===== src/rtl/call_stack.sv =====
// call_stack: hardware return-address stack for the 8-bit CPU.
// CALL pushes pcin; RET pops the top entry and presents it on pcout with a
// one-cycle pcoe pulse, one clock after ret is sampled.
// Optional build macro: CALL_STACK_WRAP_EN. When it is defined, a push while
// full overwrites the oldest entry. When it is undefined, that push is dropped.
module call_stack #(
  parameter int DEPTH = 8,
  parameter int PC_W  = 8
) (
  input  logic            clk,
  input  logic            reset,
  input  logic            call,
  input  logic            ret,
  input  logic [PC_W-1:0] pcin,
  output logic            pcoe,
  output logic [PC_W-1:0] pcout,
  output logic            empty,
  output logic            full,
  output logic            overflow,
  output logic            underflow
);

  localparam int AW = $clog2(DEPTH);
  localparam int CW = AW + 1;
  localparam logic [AW-1:0] HEAD_ONE = 1;
  localparam logic [CW-1:0] CNT_ONE  = 1;
  localparam logic [CW-1:0] CNT_FULL = CW'(DEPTH);

  logic [PC_W-1:0] mem [DEPTH];
  logic [AW-1:0]   head;
  logic [AW-1:0]   top;
  logic [CW-1:0]   count;

  logic            pop_ok;
  logic            swap;
  logic            push_ok;
  logic            push_full;
  logic            wrap_push;
  logic            mem_we;
  logic [AW-1:0]   mem_waddr;

  assign top   = head - HEAD_ONE;
  assign empty = (count == '0);
  assign full  = (count == CNT_FULL);

  // Decode the request into the single action taken this cycle.
  always_comb begin
    pop_ok    = ret && !empty;
    swap      = call && pop_ok;
    push_ok   = call && !pop_ok && !full;
    push_full = call && !pop_ok && full;
`ifdef CALL_STACK_WRAP_EN
    wrap_push = push_full;
`else
    wrap_push = 1'b0;
`endif
    mem_we    = push_ok || swap || wrap_push;
    mem_waddr = swap ? top : head;
  end

  // Return-address storage. A swap replaces the top entry, and a push fills the next free slot.
  always_ff @(posedge clk) begin
    if (reset && mem_we) begin
      mem[mem_waddr] <= pcin;
    end
  end

  // Pointer, occupancy, pop pulse and sticky error flags.
  always_ff @(posedge clk) begin
    if (!reset) begin
      head      <= '0;
      count     <= '0;
      pcoe      <= 1'b0;
      pcout     <= '0;
      overflow  <= 1'b0;
      underflow <= 1'b0;
    end else begin
      pcoe  <= pop_ok;
      pcout <= pop_ok ? mem[top] : '0;
      if (pop_ok && !call) begin
        head  <= top;
        count <= count - CNT_ONE;
      end else if (push_ok) begin
        head  <= head + HEAD_ONE;
        count <= count + CNT_ONE;
      end else if (wrap_push) begin
        head  <= head + HEAD_ONE;
      end
      if (ret && empty) begin
        underflow <= 1'b1;
      end
      if (push_full) begin
        overflow <= 1'b1;
      end
    end
  end

endmodule

===== config.mk =====
export PLATFORM = sky130hd
export DESIGN_NAME = call_stack
export DESIGN_NICKNAME = d
export VERILOG_FILES = /design/src/rtl/call_stack.sv
export SDC_FILE = /design/constraint.sdc
export NUM_CORES = 1
export LEC_CHECK = 0
export CAP_MARGIN = 15
export CORE_UTILIZATION = 52
export DETAILED_ROUTE_END_ITERATION = 8
export GPL_TIMING_DRIVEN = 0
export PLACE_DENSITY_LB_ADDON = 0.12
export SYNTH_ARGS = -nofsm -noshare
export SYNTH_HDL_FRONTEND = slang
export SYNTH_SLANG_ARGS = --single-unit

===== constraint.sdc =====
create_clock -name clk -period 2.93 [get_ports clk]
set_input_delay 0.4395 -clock clk [delete_from_list [all_inputs] [get_ports clk]]
set_output_delay 0.4395 -clock clk [all_outputs]
set_load 0.02 [all_outputs]

==> run summary, run 1 <==
Placer Congestion - 0.753
endpoints failing setup - 0
Data arrival, critical path - 2.86 ns
Final nets - 283
Vias per Instance - 5.84
Core Area - 0.00635 mm^2
clock root cell - clkbuf_8
slew margin rel. - 35.1%
diode count - 0
1st-iter DRT viols - 196
DR WL/cell - 19.5 um
CTS Sinks - 82
TritonRoute pass-1 iters - 4
Hold Path Class - reg -> reg
hold_ws - 0.497 ns
# port buffers - 24
WP data required - 2.98 ns
CTS tree - yes
# rows - 29
Clock Skew - 0.00788 ns
H-tree Lvls - 3
fillers - 469
reg2reg end - mem[3][6]$_DFFE_PP_
Cells after Synth - 230
final hold vios - 0
Num CTS Buffers - 9
reg2reg start - head[0]$_SDFFE_PN0P_
final setup margin - 0.118 ns
Worst Path Class, Setup - reg -> reg
min-delay src - underflow$_SDFFE_PN0P_
Power, Total - 3.45 mW
net switching power - 1.14 mW
worst slack, placed - -1.10 ns
DRC - 0
drt total wl - 6830 um
max_cap viols - 0
Routed Antenna Nets - 0
Synth Area per Inst - 14.9 um^2
Internal - 2.31 mW
EDFF count, synth - 64
Register-to-Register Path Depth - 9
Comb pwr share - 36.0%
async set or reset register ratio after synthesis - 0%
Vert. Die Dim - 83.2 um
HPWL after detailed placement - 4160 um
clk slew on worst S/H paths - 0.08 ns
initial antenna violation count - 0
worst skew pair latency - 0.34 ns
DR vias - 2043
Warnings, synthesis - 0
worst slew pin tran - 0.973 ns
Die X - 83.2 um
fraction of power consumed by sequential logic - 40.7%
fin crit share - 96.0%
FMAX - 356 MHz
Seq/Total Area, Yosys - 66.6%
Worst R2R Setup Slack - 0.12 ns
crit start category - flop
clock power share - 23.3%
CP Capture Type - flop
Synth Net Count - 245
die area - 0.00692 mm^2
Hold Path Stages - 2
pwr dens - 833 mW/mm^2
first-pass GRT wire length - 10900 um
hold worst-path end - underflow$_SDFFE_PN0P_
status - finished clean
setup TNS - 0 ns
vias in the first global route - 1997
VDD IR-drop max - 572 uV
distinct cell type count after synthesis - 43
final slew viol count - 0
starting density of the core - 54.0%
LEAKAGE - 1.38 nW
Post-Syn Area - 0.00343 mm^2
share of cells above drive strength 1 - 23.1%
area grow syn2layout - 20.7%
gr ovfl total - 0
top_reg_cell synth - edfxtp_1
CP Max Fanout - 10
Ports - 25
largest net degree at the start of global routing - 16
min Tclk post-route - 2.81 ns
Seq cells post-synth - 82
overall routing resource usage - 21.4%
switching share of power - 33.0%
clk buf depth - 2
-- state kept, by name, indices dropped and copies added, names as in the netlist --
register / flops
pcout: 8
count: 4
overflow: 1
head: 3
mem: 64
pcoe: 1
underflow: 1
-- routing by layer --
metal  up-vias  global-route usage [%]  share of wire, %
met2        64                    31.1                47
met4         0                    9.40               1.8
met1      1009                    32.5                46
met3        12                    3.28               5.0
li1        958                       -                 -
met5         -                       0                 0
-- cells in the mapped netlist (2+ instances only) --
cell      count  share of area, %
dfxtp_1      18                11
nand2_1      26               2.8
nor2_1       14               1.5
nor2b_1       5              0.91
a221oi_1      2              0.51
mux2i_1       3              0.88
nand2b_1      6               1.1
edfxtp_1     64                56
mux4_2       16                11
a32oi_1       5               1.3
nor4_1        4              0.73
a21oi_1      14               2.0
inv_1         6              0.66
mux2_2        2              0.66
buf_6         3              0.99
or3_1         2              0.37
a31oi_1       2              0.37
ha_1          3               1.1
nor3_1        2              0.29
buf_2         4              0.58
clkbuf_1      6              0.66
o21ai_0       2              0.29
-- layout make-up --
| cell class | instances | area, um^2 | share of cell area, % |
|---|---|---|---|
| Sequential cell | 82 | 2280 | 55.2 |
| Multi-Input combinational cell | 127 | 1110 | 26.9 |
| Timing Repair Buffer | 28 | 320 | 7.74 |
| Clock buffer | 10 | 128 | 3.09 |
| Buffer | 13 | 103 | 2.48 |
| Tap cell | 77 | 96.3 | 2.33 |
| Clock inverter | 6 | 65.1 | 1.57 |
| Inverter | 7 | 31.3 | 0.756 |
-- what timing repair did --
action / CTS / global route
hold buffers: 0 / 0
hold endpoints to repair: 0 / 0
pin swaps: 4 / 0
setup buffers: 4 / 0
resized for setup: 19 / 9
setup endpoints to repair: 72 / 64
-- stage by stage --
step | area [um^2] | util (%) | instances
floorplan | 3430 | - | 230
global placement | 3760 | 59.3 | 331
detailed placement | 3760 | 59.3 | 331
CTS | 4100 | 64.5 | 351
global route | 4140 | 65.1 | 350
finish | 4140 | 65.1 | 350
-- cell usage in the layout (no fill, tap or decap), drive strengths merged, types with 2 or more instances in the layout --
cell type,Yosys,layout
a32oi,5,5
mux2i,3,3
buf,8,12
mux4,16,16
a21oi,14,14
inv,6,8
nor3,2,2
ha,3,3
o211ai,2,2
nor2,15,15
o21ai,4,4
a221oi,2,2
a31oi,2,2
nor4,4,4
nand2,26,26
mux2,2,2
clkbuf,6,15
or3,2,2
edfxtp,64,64
nor2b,5,5
dfxtp,18,18
nand2b,6,6
clkinv,1,3
clkdlybuf4s50,0,24
-- cell families (layout without fill, tap and decap cells) --
family	Yosys count	count (layout)	share of synthesized area [%]
AOI/OAI and AO/OA	37	37	7.67
and+or+nand+nor	64	64	8.80
muxes	21	21	12.1
xor gates and xnor gates	2	2	0.511
DFF	82	82	66.6
adders and majority gates	3	3	1.10
buffers and inverters	21	64	3.25
-- worst max-delay path by stage --
stage                               startpoint             endpoint  cells after the start  slack, ns
after CTS                 head[0]$_SDFFE_PN0P_  mem[6][4]$_DFFE_PP_                      9      -0.20
after global placement    head[0]$_SDFFE_PN0P_  mem[0][0]$_DFFE_PP_                     10      -1.12
final                     head[0]$_SDFFE_PN0P_  mem[3][6]$_DFFE_PP_                      9       0.12
after global routing      head[0]$_SDFFE_PN0P_  mem[3][6]$_DFFE_PP_                      9      -0.04
after detailed placement  head[0]$_SDFFE_PN0P_  mem[1][0]$_DFFE_PP_                     10      -1.10
after floorplan           head[0]$_SDFFE_PN0P_  mem[1][0]$_DFFE_PP_                     10      -0.07
-- critical path, stage by stage (launching register included) --
cell and delay, ns:
dfxtp_1 0.35, buf_6 0.20, buf_6 0.21, inv_1 0.09, ha_1 0.41, clkbuf_4 0.25, o41ai_2 0.47, o31ai_2 0.20
nor2_4 0.17, buf_12 0.15
-- power groups by stage --
stage                     sequential (mW)  combinational (mW)  clock [mW]
after floorplan                      1.45               0.775           0
after global placement               1.43                1.10           0
after detailed placement             1.43                1.11           0
after CTS                            1.40                1.21       0.818
after global routing                 1.41                1.34       0.865
final                                1.40                1.24       0.804
No activity file was read; power rests on OpenSTA's default activity.
==> run 2, diff against run 1 <==
--- a/config.mk
+++ b/config.mk
@@ -6,10 +6,12 @@
 export NUM_CORES = 1
 export LEC_CHECK = 0
 export CAP_MARGIN = 15
+export CORE_MARGIN = 4
 export CORE_UTILIZATION = 52
 export DETAILED_ROUTE_END_ITERATION = 8
 export GPL_TIMING_DRIVEN = 0
 export PLACE_DENSITY_LB_ADDON = 0.12
+export SETUP_SLACK_MARGIN = 0.15
 export SYNTH_ARGS = -nofsm -noshare
 export SYNTH_HDL_FRONTEND = slang
 export SYNTH_SLANG_ARGS = --single-unit
==> run summary, run 2 (synthesis gave the netlist of run 1 again) <==
Hold Path Class - reg -> reg (unchanged)
TritonRoute pass-1 iters - 4 (unchanged)
Worst Setup SP - head[0]$_SDFFE_PN0P_ (unchanged)
Worst R2R Setup Slack - 0.17 ns (was 0.12 ns)
CTS tree - yes (unchanged)
fin crit share - 94.3% (was 96.0%)
CP peak stage delay - 0.50 ns (was 0.47 ns)
drt total wl - 7420 um (was 6830 um)
DR vias - 2080 (was 2043)
WP data required - 3.03 ns (was 2.98 ns)
overall routing resource usage - 19.5% (was 21.4%)
status - finished clean (unchanged)
crit path cell chain - buf_12, buf_8, inv_1, ha_1, clkbuf_1, inv_1, a211o_1, a32oi_1, nor2_4, buf_12 (was buf_6, buf_6, inv_1, ha_1, clkbuf_4, o41ai_2, o31ai_2, nor2_4, buf_12)
Regs by FF count - mem x64, pcout x8, count x4 (unchanged)
VDD IR-drop max - 614 uV (was 572 uV)
DRC - 0 (unchanged)
Data arrival, critical path - 2.86 ns (about the same)
fin util - 67.1% (was 65.1%)
vias in the first global route - 1949 (was 1997)
slowest CP cell - a32oi_1 (was o41ai_2)
commonest non-fill, non-tap cell in the layout - edfxtp_1 (unchanged)
Clock Skew - 0.00981 ns (was 0.00788 ns)
first-pass GRT wire length - 11000 um (was 10900 um)
setup TNS - 0 ns (unchanged)
H-tree Lvls - 3 (unchanged)
grt met2 use - 29.2% (was 31.1%)
max reg flops - 64 (unchanged)
final hold vios - 0 (unchanged)
largest net degree at the start of global routing - 15 (was 16)
reg2reg end - mem[4][0]$_DFFE_PP_ (was mem[3][6]$_DFFE_PP_)
Hold Path Stages - 2 (unchanged)
CP Buf/Inv Count - 6 (was 5)
fraction of power consumed by sequential logic - 37.7% (was 40.7%)
endpoints failing setup - 0 (unchanged)
Core Area - 0.00639 mm^2 (was 0.00635 mm^2)
CTS Sinks - 82 (unchanged)
DR WL/cell - 21.0 um (was 19.5 um)
fillers - 445 (was 469)
Register-to-Register Path Depth - 10 (was 9)
Power, Total - 3.73 mW (was 3.45 mW)
final slew viol count - 0 (unchanged)
HPWL after detailed placement - 4240 um (was 4160 um)
LEAKAGE - 1.44 nW (was 1.38 nW)
FMAX - 362 MHz (was 356 MHz)
Worst Path Class, Setup - reg -> reg (unchanged)
Final nets - 286 (was 283)
diode count - 0 (unchanged)
starting density of the core - 53.6% (was 54.0%)
reg2reg start - head[0]$_SDFFE_PN0P_ (unchanged)
net switching power - 1.17 mW (was 1.14 mW)
worst slew pin tran - 1.02 ns (was 0.973 ns)
Routed Antenna Nets - 0 (unchanged)
pwr dens - 871 mW/mm^2 (was 833 mW/mm^2)
area grow syn2layout - 25.0% (was 20.7%)
clk slew on worst S/H paths - 0.08 ns (about the same)
Die X - 89.2 um (was 83.2 um)
# rows - 29 (unchanged)
Ports - 25 (unchanged)
CP Capture Type - flop (unchanged)
slew margin rel. - 32.1% (was 35.1%)
Vias per Instance - 5.89 (was 5.84)
crit start category - flop (unchanged)
# port buffers - 24 (unchanged)
max_cap viols - 0 (unchanged)
initial antenna violation count - 0 (unchanged)
M1 GR Usage - 28.5% (was 32.5%)
share of cells above drive strength 1 - 24.6% (was 23.1%)
Top reg by flops - mem (unchanged)
1st-iter DRT viols - 140 (was 196)
gr ovfl total - 0 (unchanged)
Num CTS Buffers - 9 (unchanged)
CP Max Fanout - 10 (unchanged)
die area - 0.00795 mm^2 (was 0.00692 mm^2)
Placer Congestion - 0.809 (was 0.753)
clock root cell - clkbuf_8 (unchanged)
Top delay family on crit path - buffers and inverters (unchanged)
Most Crowded Layer GR - met2 (was met1)
Internal - 2.56 mW (was 2.31 mW)
GR Layer Usage met3 - 4.98% (was 3.28%)
WP depth - 10 (was 9)
clock power share - 26.9% (was 23.3%)
commonest non-fill, non-tap cells in the layout - edfxtp_1 (64), nand2_1 (26), clkdlybuf4s50_1 (24), dfxtp_1 (17), mux4_2 (16) (was edfxtp_1 (64), nand2_1 (26), clkdlybuf4s50_1 (24), dfxtp_1 (18), mux4_2 (16))
RSZ-0062 raised after global routing - true
clk buf depth - 2 (unchanged)
worst skew pair latency - 0.34 ns (about the same)
min Tclk post-route - 2.76 ns (was 2.81 ns)
Comb pwr share - 35.4% (was 36.0%)
Vert. Die Dim - 89.2 um (was 83.2 um)
switching share of power - 31.4% (was 33.0%)
hold worst-path end - overflow$_SDFFE_PN0P_ (was underflow$_SDFFE_PN0P_)
min-delay src - overflow$_SDFFE_PN0P_ (was underflow$_SDFFE_PN0P_)
## run 2: metrics by stage
step	std cells	hold slack (ns)	area [um^2]	setup slack [ns]
floorplan	230	0.538	3440	0.154
global placement	331	0.480	3770	-0.752
detailed placement	331	0.493	3770	-0.773
CTS	351	0.526	4190	0.102
global route	353	0.545	4280	0.0513
finish	353	0.526	4280	0.166
## run 2: repair_timing
item                                    in CTS  in global routing
resized for setup                           21                 11
endpoints found under the setup margin      73                 64
hold buffers                                 0                  0
buffers inserted                             4                  2
pin swaps                                    4                  3
## run 2: final cells by class
| cell class | count | area [um^2] | share of cell area [%] |
|---|---|---|---|
| inverters | 7 | 31.3 | 0.730 |
| clock buffers | 12 | 155 | 3.62 |
| flip-flops and latches | 82 | 2280 | 53.3 |
| clock inverters | 4 | 98.8 | 2.31 |
| repair buffers | 30 | 360 | 8.41 |
| well taps | 77 | 96.3 | 2.25 |
| multi-input cells | 127 | 1140 | 26.6 |
| plain buffers | 14 | 120 | 2.80 |
## run 2: worst max-delay path by stage
stage | endpoint | slack [ns]
finish | mem[4][0]$_DFFE_PP_ | 0.17
global route | mem[5][1]$_DFFE_PP_ | 0.05
CTS | mem[5][1]$_DFFE_PP_ | 0.10
detailed placement | mem[5][6]$_DFFE_PP_ | -0.77
global placement | mem[4][6]$_DFFE_PP_ | -0.75
floorplan | mem[3][0]$_DFFE_PP_ | 0.15
## run 2: routing by layer
metal	routed length, um	vias up
met3	433	8
met4	63	0
li1	-	962
met5	0	-
met2	3540	63
met1	3390	1047
## run 2: worst min-delay path, delay by kind of cell, from the launching register on
| family | cells | cell delay (ns) |
|---|---|---|
| AO/OA/AOI/OAI | 1 | 0.11 |
| flip-flops | 1 | 0.32 |
| AND/OR/NAND/NOR | 1 | 0.06 |
## run 2: power groups by stage
stage                     Sequential (mW)  Combinational, mW  Clock, mW
after detailed placement             1.43               1.12          0
after global routing                 1.41               1.43       1.07
final                                1.40               1.32       1.00
after global placement               1.43               1.11          0
after floorplan                      1.45              0.786          0
after CTS                            1.40               1.24       1.02
